--- config.mk ---
export PLATFORM = sky130hd
export DESIGN_NAME = alu_sequencer
export DESIGN_NICKNAME = d
export VERILOG_FILES = /design/src/rtl/alu_sequencer.sv
export SDC_FILE = /design/constraint.sdc
export NUM_CORES = 1
export LEC_CHECK = 0
export ABC_AREA = 1
export CORE_ASPECT_RATIO = 1.5
export CORE_MARGIN = 2
export CORE_UTILIZATION = 50
export DETAILED_ROUTE_END_ITERATION = 12
export PLACE_DENSITY = 0.8
export REMOVE_ABC_BUFFERS = 1
export SYNTH_ARGS = -nofsm -noshare
export SYNTH_HDL_FRONTEND = slang
export SYNTH_SLANG_ARGS = --single-unit
--- constraint.sdc ---
create_clock -name clk_i -period 7.2 [get_ports clk_i]
set_input_delay 1.08 -clock clk_i [delete_from_list [all_inputs] [get_ports clk_i]]
set_output_delay 1.08 -clock clk_i [all_outputs]
set_load 0.02 [all_outputs]
--- src/rtl/alu_sequencer.sv ---
// alu_sequencer: command-side initiator for one 32-bit ALU.
// Accepts requests over valid/ready, drives the ALU inputs from registers,
// and returns the captured result/zero over a held valid/ready response.
// Opcode 15 is a multiply made from MUL_ITER repeated ALU ADDs (shift-and-add).
//
// state | meaning
// ------+---------------------------------------------------------------
// IDLE  | req_ready_o=1, ALU inputs at 0, waiting for a request
// EXEC  | one ALU cycle for a single-cycle code, result captured at its end
// MUL   | one shift-and-add iteration per cycle, ALU held at ADD
// RESP  | rsp_valid_o=1, result/zero held until rsp_ready_i
module alu_sequencer #(
  parameter int DATA_W   = 32,
  parameter int MUL_ITER = 32
) (
  input  logic              clk_i,
  input  logic              rst_i,
  input  logic              req_valid_i,
  output logic              req_ready_o,
  input  logic [3:0]        req_op_i,
  input  logic [DATA_W-1:0] req_a_i,
  input  logic [DATA_W-1:0] req_b_i,
  output logic [DATA_W-1:0] alu_src1_o,
  output logic [DATA_W-1:0] alu_src2_o,
  output logic [3:0]        alu_ctrl_o,
  input  logic [DATA_W-1:0] alu_result_i,
  input  logic              alu_zero_i,
  output logic              rsp_valid_o,
  input  logic              rsp_ready_i,
  output logic [DATA_W-1:0] rsp_result_o,
  output logic              rsp_zero_o
);

  localparam int            CNT_W    = $clog2(MUL_ITER);
  localparam logic [CNT_W-1:0] CNT_LAST = CNT_W'(MUL_ITER - 1);
  localparam logic [3:0]    OP_ADD   = 4'd2;
  localparam logic [3:0]    OP_MUL   = 4'd15;

  typedef enum logic [1:0] {
    ST_IDLE = 2'd0,
    ST_EXEC = 2'd1,
    ST_MUL  = 2'd2,
    ST_RESP = 2'd3
  } state_t;

  state_t              r_state;
  logic                r_req_ready;
  logic                r_rsp_valid;
  logic [DATA_W-1:0]   r_rsp_result;
  logic                r_rsp_zero;
  logic [DATA_W-1:0]   r_alu_src1;
  logic [DATA_W-1:0]   r_alu_src2;
  logic [3:0]          r_alu_ctrl;
  // r_mcand already holds the multiplicand shifted for the NEXT iteration and
  // r_mplier holds the multiplier bits not yet consumed, so the addend for the
  // next cycle can be registered directly from them.
  logic [DATA_W-1:0]   r_mcand;
  logic [DATA_W-1:0]   r_mplier;
  logic [CNT_W-1:0]    r_count;

  logic [DATA_W-1:0]   w_next_addend;

  // Addend for the following multiply iteration: shifted multiplicand if the
  // next multiplier bit is set.
  always_comb begin
    w_next_addend = r_mplier[0] ? r_mcand : '0;
  end

  // Sequencer FSM; every output is a register updated here.
  always_ff @(posedge clk_i or posedge rst_i) begin
    if (rst_i) begin
      r_state      <= ST_IDLE;
      r_req_ready  <= 1'b1;
      r_rsp_valid  <= 1'b0;
      r_rsp_result <= '0;
      r_rsp_zero   <= 1'b0;
      r_alu_src1   <= '0;
      r_alu_src2   <= '0;
      r_alu_ctrl   <= '0;
      r_mcand      <= '0;
      r_mplier     <= '0;
      r_count      <= '0;
    end else begin
      case (r_state)
        ST_IDLE: begin
          if (req_valid_i && r_req_ready) begin
            r_req_ready <= 1'b0;
            if (req_op_i == OP_MUL) begin
              // Iteration 0 operands: acc=0, addend = B[0] ? A : 0.
              r_state    <= ST_MUL;
              r_alu_ctrl <= OP_ADD;
              r_alu_src1 <= '0;
              r_alu_src2 <= req_b_i[0] ? req_a_i : '0;
              r_mcand    <= req_a_i << 1;
              r_mplier   <= req_b_i >> 1;
              r_count    <= '0;
            end else begin
              // Unsupported codes are forwarded as-is; the ALU answers 0.
              r_state    <= ST_EXEC;
              r_alu_ctrl <= req_op_i;
              r_alu_src1 <= req_a_i;
              r_alu_src2 <= req_b_i;
            end
          end
        end

        ST_EXEC: begin
          r_rsp_result <= alu_result_i;
          r_rsp_zero   <= alu_zero_i;
          r_rsp_valid  <= 1'b1;
          r_alu_src1   <= '0;
          r_alu_src2   <= '0;
          r_alu_ctrl   <= '0;
          r_state      <= ST_RESP;
        end

        ST_MUL: begin
          if (r_count == CNT_LAST) begin
            // Final partial sum is the low word of A*B; ALU zero is ignored.
            r_rsp_result <= alu_result_i;
            r_rsp_zero   <= (alu_result_i == '0);
            r_rsp_valid  <= 1'b1;
            r_alu_src1   <= '0;
            r_alu_src2   <= '0;
            r_alu_ctrl   <= '0;
            r_state      <= ST_RESP;
          end else begin
            r_alu_src1 <= alu_result_i;
            r_alu_src2 <= w_next_addend;
            r_mcand    <= r_mcand << 1;
            r_mplier   <= r_mplier >> 1;
            r_count    <= r_count + 1'b1;
          end
        end

        ST_RESP: begin
          if (rsp_ready_i) begin
            r_rsp_valid <= 1'b0;
            r_req_ready <= 1'b1;
            r_state     <= ST_IDLE;
          end
        end

        default: begin
          r_state     <= ST_IDLE;
          r_req_ready <= 1'b1;
          r_rsp_valid <= 1'b0;
          r_alu_src1  <= '0;
          r_alu_src2  <= '0;
          r_alu_ctrl  <= '0;
        end
      endcase
    end
  end

  assign req_ready_o  = r_req_ready;
  assign rsp_valid_o  = r_rsp_valid;
  assign rsp_result_o = r_rsp_result;
  assign rsp_zero_o   = r_rsp_zero;
  assign alu_src1_o   = r_alu_src1;
  assign alu_src2_o   = r_alu_src2;
  assign alu_ctrl_o   = r_alu_ctrl;

endmodule

== Word-level counts from Yosys, hierarchy flattened ==
Index checks and enable logic that the tools add are counted.
Storage, ports and cells
  output and inout bits: 103
  flip-flop bits (word level): 174
  input bits: 105
  logic and storage cells: 78
Cells by class
  $add $sub $neg: 1
  muxes and demuxes: 41
  reductions and logical operators: 15
  equal/unequal tests: 10
Operators by type and width (count)
  2-to-1 mux 32 bit: 15
  case mux 32 bit (2 select lines): 3
  case mux 32 bit (3 select lines): 2
  zero test 32 bit: 1
  2-to-1 mux 5 bit: 3
  2-to-1 mux 4 bit: 3
  case mux 4 bit (3 select lines): 1
  AND reduction 3 bit: 4
  inequality test 2 bit, second input constant: 5
  case mux 5 bit (2 select lines): 1
  2-to-1 mux 2 bit: 4
  case mux 2 bit (4 select lines): 1
  nonzero test 2 bit: 3
  nonzero test 3 bit: 2
  adder 5 x 1 -> 5 bit, second input constant: 1
  equality test 5 bit, second input constant: 1
  2-to-1 mux 1 bit: 5
  equality test 2 bit, second input constant: 2
  equality test 4 bit, second input constant: 1
  case mux 1 bit (2 select lines): 2
  AND reduction 2 bit: 2
  AND reduction 4 bit: 1
  case mux 1 bit (3 select lines): 1
  equality test 2 x 1 -> 1 bit, second input constant: 1
  other kinds (2): 2

== Depth between registers and ports, before layout ==
Gate-level depths: netlist (run 1).
  depth in word-level cells: 4
  gate-level depth with buffers: 12
  gate-level depth less buffers: 11

== Least setup slack after synthesis (run 1) ==
Ideal clock, no wire load.
  path type: in2reg
  start: input port req_op_i[2]
  end: register r_alu_src2[10] (netlist: alu_src2_o[10])
  path slack: 5.144 ns
  library setup time: 0.117 ns
  stages: 8
  data required time: 7.083 ns
  arrival: 1.938 ns
  buffers on the path: 1
  cell sequence: nand2_1 nor2_4 nor2_4 inv_1 clkbuf_1 nor2_1 nor2_1 nor2_1
Between the ends
  word-level cells in the longest chain between the ends: 4
Ends and longest elaborated chain
  start, declared: RTL line 20  | input logic [3:0] req_op_i,
  equality test 4 bit: RTL line 88  | if (req_op_i == OP_MUL) begin
  2-to-1 mux 32 bit: RTL line 88
  2-to-1 mux 32 bit: RTL line 86  | if (req_valid_i && r_req_ready) begin
  case mux 32 bit (3 select lines): RTL line 84  | case (r_state)
  end signal, assigned: RTL line 93  | r_alu_src2 <= req_b_i[0] ? req_a_i : '0;
  end signal, assigned: RTL line 102  | r_alu_src2 <= req_b_i;
  end signal, assigned: RTL line 129  | r_alu_src2 <= w_next_addend;
  end, declared: RTL line 52  | logic [DATA_W-1:0] r_alu_src2;
No other way between the ends. The select of a mux whose other input is x is not followed.
A chain may end at the register's enable or synchronous reset.

== Worst setup path in the final report (run 1) ==
  start: input port req_op_i[2]
  end: register r_alu_src2[30] (netlist: alu_src2_o[30])
The elaborated chain is that of the path after synthesis.

==> results.yml, run 1 <==
outcome:
  outcome: "complete, no violations"
placement:
  hpwl_um: 16100
  place_worst_setup_slack_ns: 2.93
  portBuffers: 207
  gp_congestion: 0.804
  postPlaceCellArea_um2: 10700
route:
  via_count: 8095
  drt_pre_antenna_iters: 5
  postRouteAntennaNets: 0
  detail_route.wl_per_cell_um: 16.8
  via_per_inst: 5.41
  routed_wl_um: 25200
  first_iter_violations: 566
  route.detailed.drc: 0
clock_network:
  clockBufferDepth: 2
  cts_sinks: 172
  hold_buffers: 0
  cts_setup_buffers: 0
  clock_latency_ns: 0.43
  clk_pin_slew_ns: 0.06
  cts_tree: "built"
  root_buffer: "clkbuf_16"
  htreeDepth: 4
  cts_buffers: 17
  post_cts_resized: 0
sta:
  period_needed_ns: 3.91
  skew_ns: 0.0120
  hold_viol_final: 0
  slew_violations: 0
  slew_headroom_pct: 17.9
  finalSetupViolCount: 0
  fmax_mhz: 256
  min_period_over_period_pct: 54.3
  rsz0062_at_grt: "no"
  finalWorstSetupSlack_ns: 3.29
  tightestPinTransition_ns: 1.23
  final.setup.tns_ns: 0
global_route:
  antenna_found_initial: 0
  overflow: 0
  grt_max_degree: 113
  grt_pass1_vias: 8091
  grt_first_pass_wirelength_um: 40800
  grt_usage_pct: 27.8
worst_setup_path:
  critPathKind: "input port to flop"
  required_ns: 7.51
  critPathCaptureType: "flop"
  reg2reg_slack_ns: 3.84
  cp_max_fo: 37
  reg2reg_from: "r_state[0]$_DFFE_PP0P_"
  startpoint_type: "input port"
  r2r_cells: 7
  timing.rr.end: "alu_src2_o[30]$_DFFE_PP0P_"
  cp.arrival_ns: 4.23
finish:
  diodes: 0
  final_area_um2: 11300
  nNetsFinal: 1387
  drive_gt1_share_pct: 6.45
  area_growth_pct: 31.5
synth:
  synth_cells: 1110
  ys_top_cells_by_count: "384 x nand2_1, 171 x dfrtp_1, 161 x nor2_1"
  synth_seq_area_share_pct: 50.1
  synth_enable_flop_cells: 0
  synth-main-ff-cell: "dfrtp_1"
  synth.most_common_cell: "nand2_1"
  ys_types: 32
  synth_top_area_share_pct: 49.8
  synth_top_area_cell: "dfrtp_1"
  async_reset_ff_share_pct: 100
  avgSynthCellArea_um2: 7.75
  synthTopCellsByArea: "dfrtp_1 50%, nand2_1 17%, nor2_1 7.0%"
  yosys_warnings: 0
  synth_area_um2: 8600
  ys_seq_elements: 172
power_and_ir_drop:
  p_leak_nw: 5.21
  p_per_area_nw_per_um2: 527
  max-vdd-ir-drop_uv: 306
floorplanning:
  die_h_um: 165
  coreArea_um2: 16800
  rows: 58
  io_pins: 208
  die_area_um2: 18300
  die_x_um: 111
  initial_core_util_pct: 51.1
flow_run:
  maxCapViolCount: 0
hold_path:
  min_from: "r_mplier[0]$_DFFE_PP0P_"
  hold_end: "r_mplier[0]$_DFFE_PP0P_"
  hold_class: "flop to flop"
  whs_path_depth: 2
==> layout make-up <==
class                   count  area [um2]
clock inverters            12         169
repair buffers            213        2120
inverters                  55         216
multi-input cells         815        3780
well taps                 210         263
clock buffers              19         453
flip-flops and latches    172        4310
fillers                  1404        5530
==> metrics by stage <==
stage	hold slack, ns	power, mW	utilization, %	std cells
2_1_floorplan	0.449	3.69	-	1042
3_3_place_gp	0.462	4.88	63.5	1465
3_5_place_dp	0.465	4.98	63.5	1465
4_1_cts	0.482	5.97	67.2	1496
5_1_grt	0.507	6.38	67.2	1496
6_report	0.479	5.96	67.2	1496
==> layer usage <==
metal	vias to the layer above	global-route usage (%)	routed length [um]
met1	3869	33.7	9940
met5	-	0	0
li1	3870	-	-
met2	296	48.4	13000
met4	0	12.3	814
met3	60	5.36	1390
==> layout by cell type (no fill, tap or decap), drive strengths merged, types with 2 or more instances in the layout <==
master           n
clkbuf          19
inv             56
clkdlybuf4s50  207
a31oi           32
nor2           166
o21ai           64
bufinv           4
nand3          112
mux2            28
ha               8
a21oi            7
clkinv           5
buf              6
nand2          386
dfrtp          171
clkinvlp         2
nand4            4
nor3             2
==> sequential cells by signal (all words and copies together) (netlist names) <==
name          cells
alu_ctrl_o        4
r_count           5
r_mplier         31
alu_src1_o       32
rsp_result_o     32
r_state           2
alu_src2_o       32
rsp_valid_o       1
req_ready_o       1
r_mcand          31
rsp_zero_o        1
==> critical path, cell delays in order <==
cell and delay (ns):
clkdlybuf4s50_1 0.48, nand2_1 0.09, nor2_4 0.77, nor2_4 0.41, inv_1 0.91, o21ai_0 0.21
nor2_1 0.15, nor2_1 0.06
==> how the worst max path moves through the flow <==
stage	from	to
after floorplan	rst_i	alu_ctrl_o[0]$_DFFE_PP0P_
after global placement	req_op_i[2]	alu_src2_o[18]$_DFFE_PP0P_
after detailed placement	req_op_i[2]	alu_src2_o[24]$_DFFE_PP0P_
after CTS	req_op_i[2]	alu_src2_o[30]$_DFFE_PP0P_
after global routing	req_op_i[2]	alu_src2_o[15]$_DFFE_PP0P_
final	req_op_i[2]	alu_src2_o[30]$_DFFE_PP0P_
==> report_power, final <==
group	leakage, nW	total (mW)	switching [mW]	internal [mW]
logic	2.82	3.24	2.02	1.22
registers	2.09	1.74	0.270	1.47
clock network	0.305	0.985	0.389	0.595
==> cells by family after synthesis <==
logic type | share of synthesized area (%)
xor+xnor | 0.102
buf+inv | 6.23
flops | 50.1
simple gates | 31.6
mux | 3.78
fa+ha+maj | 1.16
compound gates | 7.04
Power figures use the tool's default switching activity.
==> inputs of run 2 (changes only) <==
--- a/config.mk
+++ b/config.mk
@@ -8,9 +8,9 @@
 export ABC_AREA = 1
 export CORE_ASPECT_RATIO = 1.5
 export CORE_MARGIN = 2
-export CORE_UTILIZATION = 50
+export CORE_UTILIZATION = 45
 export DETAILED_ROUTE_END_ITERATION = 12
-export PLACE_DENSITY = 0.8
+export PLACE_DENSITY = 0.76
 export REMOVE_ABC_BUFFERS = 1
 export SYNTH_ARGS = -nofsm -noshare
 export SYNTH_HDL_FRONTEND = slang
==> constraint.sdc (replaced) <==
create_clock -name clk_i -period 3.4 [get_ports clk_i]
set_input_delay 0.51 -clock clk_i [delete_from_list [all_inputs] [get_ports clk_i]]
set_output_delay 0.51 -clock clk_i [all_outputs]
set_load 0.02 [all_outputs]
==> results.yml, run 2 (synthesis gave the netlist of run 1 again) <==
outcome:
  outcome: "complete, no violations"
power_and_ir_drop:
  p_leak_nw: 5.25
  max-vdd-ir-drop_uv: 630
  p_per_area_nw_per_um2: 1100
  power_mw: 12.6
sta:
  finalSetupViolCount: 0
  tightestPinTransition_ns: 0.969
  fmax_mhz: 385
  skew_ns: 0.0113
  period_needed_ns: 2.60
  slew_headroom_pct: 34.9
  rsz0062_at_grt: "no"
  hold_viol_final: 0
  final.setup.tns_ns: 0
  finalWorstSetupSlack_ns: 0.803
  min_period_over_period_pct: 76.4
  slew_violations: 0
clock_network:
  cts_setup_buffers: 0
  hold_buffers: 0
  cts_sinks: 172
  clock_latency_ns: 0.43
  clk_pin_slew_ns: 0.06
  htreeDepth: 4
  cts_buffers: 17
  cts_tree: "built"
  clockBufferDepth: 2
  post_cts_resized: 0
  root_buffer: "clkbuf_16"
finish:
  final_cell_mix: "384 x nand2_1, 207 x clkdlybuf4s50_1, 171 x dfrtp_1"
  area_growth_pct: 33.0
  final_cells: 1547
  nNetsFinal: 1395
  layout_commonest_cell: "nand2_1"
  final_area_um2: 11400
  drive_gt1_share_pct: 6.72
flow_run:
  maxCapViolCount: 0
global_route:
  grt_pass1_vias: 8112
  overflow: 0
  grt_first_pass_wirelength_um: 41200
  antenna_found_initial: 1
  grt_usage_pct: 26.0
  grt_max_degree: 104
placement:
  gp_congestion: 0.824
  dp.cells: 1515
  portBuffers: 207
  place_worst_setup_slack_ns: 0.852
  hpwl_um: 16700
  postPlaceCellArea_um2: 10800
route:
  via_count: 8138
  drt_pre_antenna_iters: 7
  routed_wl_um: 25700
  route.detailed.drc: 0
  first_iter_violations: 859
  via_per_inst: 5.26
  postRouteAntennaNets: 0
  detail_route.wl_per_cell_um: 16.6
floorplanning:
  io_pins: 208
  rows: 61
  die_x_um: 117
  die_h_um: 173
  initial_core_util_pct: 46.2
  coreArea_um2: 18600
  die_area_um2: 20200
worst_setup_path:
  required_ns: 3.72
  cp_max_fo: 76
  critPathCaptureType: "flop"
  critPathKind: "flop to flop"
  startpoint_type: "flop"
  cp.arrival_ns: 2.91
hold_path:
  hold_class: "flop to flop"
-- run 2: cell types whose count changed in the layout (fill, tap and decap cells not counted) --
cell / change
buf_12: +4
diode_2: +1
clkbuf_1: +4
inv_6: -1
clkinv_2: -3
buf_4: +4
clkbuf_8: +2
bufinv_16: -2
-- run 2: per-stage QoR --
step | hold slack [ns] | util [%]
4_1_cts | 0.482 | 61.4
6_report | 0.481 | 61.4
5_1_grt | 0.498 | 61.4
2_1_floorplan | 0.449 | -
3_3_place_gp | 0.463 | 58.3
3_5_place_dp | 0.465 | 58.3
-- run 2: per-layer routing --
metal | vias up | share of wire (%) | GRT usage, %
met1 | 3908 | 39 | 31.0
li1 | 3889 | - | -
met5 | - | 0 | 0
met2 | 289 | 53 | 45.2
met4 | 0 | 3.0 | 11.0
met3 | 52 | 5.3 | 4.44
-- run 2: final timing paths --
kind | start | endpoint | slack (ns) | depth (start not counted)
max | r_state[1]$_DFFE_PP0P_ | alu_src2_o[20]$_DFFE_PP0P_ | 0.80 | 8
min | r_mplier[23]$_DFFE_PP0P_ | r_mplier[23]$_DFFE_PP0P_ | 0.48 | 2
max reg2reg | r_state[1]$_DFFE_PP0P_ | alu_src2_o[20]$_DFFE_PP0P_ | 0.80 | 8
min reg2reg | r_mplier[23]$_DFFE_PP0P_ | r_mplier[23]$_DFFE_PP0P_ | 0.48 | 2
max in group asynchronous | rst_i | r_mcand[12]$_DFFE_PP0P_ | 2.33 | 3
min in group asynchronous | rst_i | alu_ctrl_o[3]$_DFFE_PP0P_ | 0.53 | 3
-- run 2: critical path, stage by stage (launching register included) --
cell and delay (ns):
dfrtp_1 0.44, inv_1 0.10, ha_1 0.50, inv_1 0.23, a21oi_4 0.17, buf_4 0.61
nand3_1 0.18, nor2_1 0.14, nor2_1 0.05
-- run 2: cell type report --
type	count	area, um2
Inverter	55	216
Multi-Input combinational cell	815	3780
Fill cell	1676	7190
Clock inverter	6	85.1
Timing Repair Buffer	221	2230
Tap cell	252	315
Clock buffer	25	495
Antenna cell	1	2.50
Sequential cell	172	4310
-- run 2: where the power goes --
group	switching [mW]	leakage, nW	internal [mW]	total [mW]
clock network	0.800	0.279	1.16	1.96
logic	4.28	2.88	2.67	6.95
registers	0.591	2.09	3.11	3.70
==> inputs of run 3 (changes only) <==
--- a/config.mk
+++ b/config.mk
@@ -8,9 +8,9 @@
 export ABC_AREA = 1
 export CORE_ASPECT_RATIO = 1.5
 export CORE_MARGIN = 2
-export CORE_UTILIZATION = 45
+export CORE_UTILIZATION = 50
 export DETAILED_ROUTE_END_ITERATION = 12
-export PLACE_DENSITY = 0.76
+export PLACE_DENSITY = 0.8
 export REMOVE_ABC_BUFFERS = 1
 export SYNTH_ARGS = -nofsm -noshare
 export SYNTH_HDL_FRONTEND = slang
==> constraint.sdc (replaced) <==
create_clock -name clk_i -period 2.4 [get_ports clk_i]
set_input_delay 0.36 -clock clk_i [delete_from_list [all_inputs] [get_ports clk_i]]
set_output_delay 0.36 -clock clk_i [all_outputs]
set_load 0.02 [all_outputs]
==> results.yml, run 3 (synthesis gave the netlist of run 1 again) <==
outcome:
  outcome: "complete, no violations"
sta:
  hold_viol_final: 0
  slew_violations: 0
  final.setup.tns_ns: 0
  tightestPinTransition_ns: 0.560
  finalSetupViolCount: 0
  finalWorstSetupSlack_ns: 0.308
  min_period_over_period_pct: 87.2
  period_needed_ns: 2.09
  skew_ns: 0.0119
  rsz0062_at_grt: "no"
  slew_headroom_pct: 62.7
  fmax_mhz: 478
route:
  via_per_inst: 5.42
  first_iter_violations: 607
  routed_wl_um: 25700
  drt_pre_antenna_iters: 5
  postRouteAntennaNets: 0
  route.detailed.drc: 0
  via_count: 8255
  detail_route.wl_per_cell_um: 16.9
finish:
  diodes: 0
  final_area_um2: 11600
  nNetsFinal: 1413
  register_area_um2: 4310
  final_cell_mix: "384 x nand2_1, 207 x clkdlybuf4s50_1, 171 x dfrtp_1"
  finalCoreUtilization_pct: 68.7
  area_growth_pct: 34.5
  fillers: 1392
  layout_commonest_cell: "nand2_1"
  drive_gt1_share_pct: 8.38
  multi_input_area_um2: 3780
clock_network:
  post_cts_resized: 0
  cts_sinks: 172
  cts_tree: "built"
  clock_latency_ns: 0.43
  cts_setup_buffers: 0
  cts_buffers: 17
  root_buffer: "clkbuf_16"
  clk_pin_slew_ns: 0.07
  clockBufferDepth: 2
  hold_buffers: 0
  htreeDepth: 4
hold_path:
  hold_class: "input port to asynchronous set/reset pin"
placement:
  portBuffers: 207
  gp_congestion: 0.819
  place_worst_setup_slack_ns: 0.335
  hpwl_um: 17700
  postPlaceCellArea_um2: 11000
worst_setup_path:
  reg2reg_slack_ns: 0.31
  startpoint_type: "flop"
  cp_max_fo: 25
  path_cells: "ha_1 > nand2_1 > nor2_1 > ha_1 > nor2_8 > inv_2 > a21oi_2 > nand2_2 > inv_2 > buf_4 > nand2_1 > nand2_1"
  critPathCaptureType: "flop"
  r2r_cells: 12
  critPathKind: "flop to flop"
  critPathSlowestCell: "dfrtp_1"
  cp.arrival_ns: 2.45
  reg2reg_from: "r_count[0]$_DFFE_PP0P_"
  path_common_cell: "nand2_1"
  required_ns: 2.76
  timing.rr.end: "r_mplier[12]$_DFFE_PP0P_"
  max_stage_delay_ns: 0.41
global_route:
  overflow: 0
  antenna_found_initial: 0
  grt_max_degree: 125
  grt_pass1_vias: 8246
  grt_usage_pct: 28.5
  grt_first_pass_wirelength_um: 41800
floorplanning:
  die_x_um: 111
  die_area_um2: 18300
  coreArea_um2: 16800
  rows: 58
  io_pins: 208
  initial_core_util_pct: 51.1
  die_h_um: 165
power_and_ir_drop:
  max-vdd-ir-drop_uv: 1040
  p_leak_nw: 5.34
  power_mw: 18.2
  p_per_area_nw_per_um2: 1570
flow_run:
  maxCapViolCount: 0
run 3: worst max path at each step:
| stage | slack (ns) | startpoint | end |
|---|---|---|---|
| final | 0.31 | r_count[0]$_DFFE_PP0P_ | r_mplier[12]$_DFFE_PP0P_ |
| after detailed placement | 0.33 | r_count[0]$_DFFE_PP0P_ | r_mplier[12]$_DFFE_PP0P_ |
| after global routing | 0.09 | r_count[0]$_DFFE_PP0P_ | r_state[1]$_DFFE_PP0P_ |
| after floorplan | -2.77 | r_state[0]$_DFFE_PP0P_ | r_count[3]$_DFFE_PP0P_ |
| after CTS | 0.30 | r_count[0]$_DFFE_PP0P_ | r_mplier[12]$_DFFE_PP0P_ |
| after global placement | 0.40 | r_count[0]$_DFFE_PP0P_ | rsp_result_o[3]$_DFFE_PP0P_ |
run 3: through the flow:
step | hold WS [ns] | instances
6_report | 0.376 | 1523
5_1_grt | 0.423 | 1523
4_1_cts | 0.398 | 1523
3_5_place_dp | 0.466 | 1491
3_3_place_gp | 0.463 | 1491
2_1_floorplan | 0.449 | 1042
run 3: cell type report:
cell class | instances | share of cell area (%)
inverter | 55 | 1.87
sequential | 172 | 37.2
tap | 210 | 2.27
clock buffer | 19 | 3.92
multi-input combinational | 815 | 32.7
clock inverter | 13 | 1.02
timing repair buffer | 239 | 21.0
run 3: worst max-delay path, delay by kind of cell (launching register included):
kind            cells  cell delay, ns
fa+ha+maj           2            0.46
flops               1            0.41
buf+inv             3            0.45
simple gates        6            0.56
compound gates      1            0.13
run 3: per-layer routing:
metal / vias up / part of all wire, % / track usage (%)
li1: 3918 / - / -
met1: 3929 / 38 / 33.9
met2: 356 / 53 / 51.6
met3: 52 / 5.8 / 4.73
met4: 0 / 2.7 / 11.7
met5: - / 0 / 0
run 3: report_power, final:
part / switching [mW] / leakage [nW] / internal [mW]
combinational: 6.21 / 2.99 / 4.10
clock: 1.19 / 0.268 / 1.49
sequential: 0.808 / 2.09 / 4.40
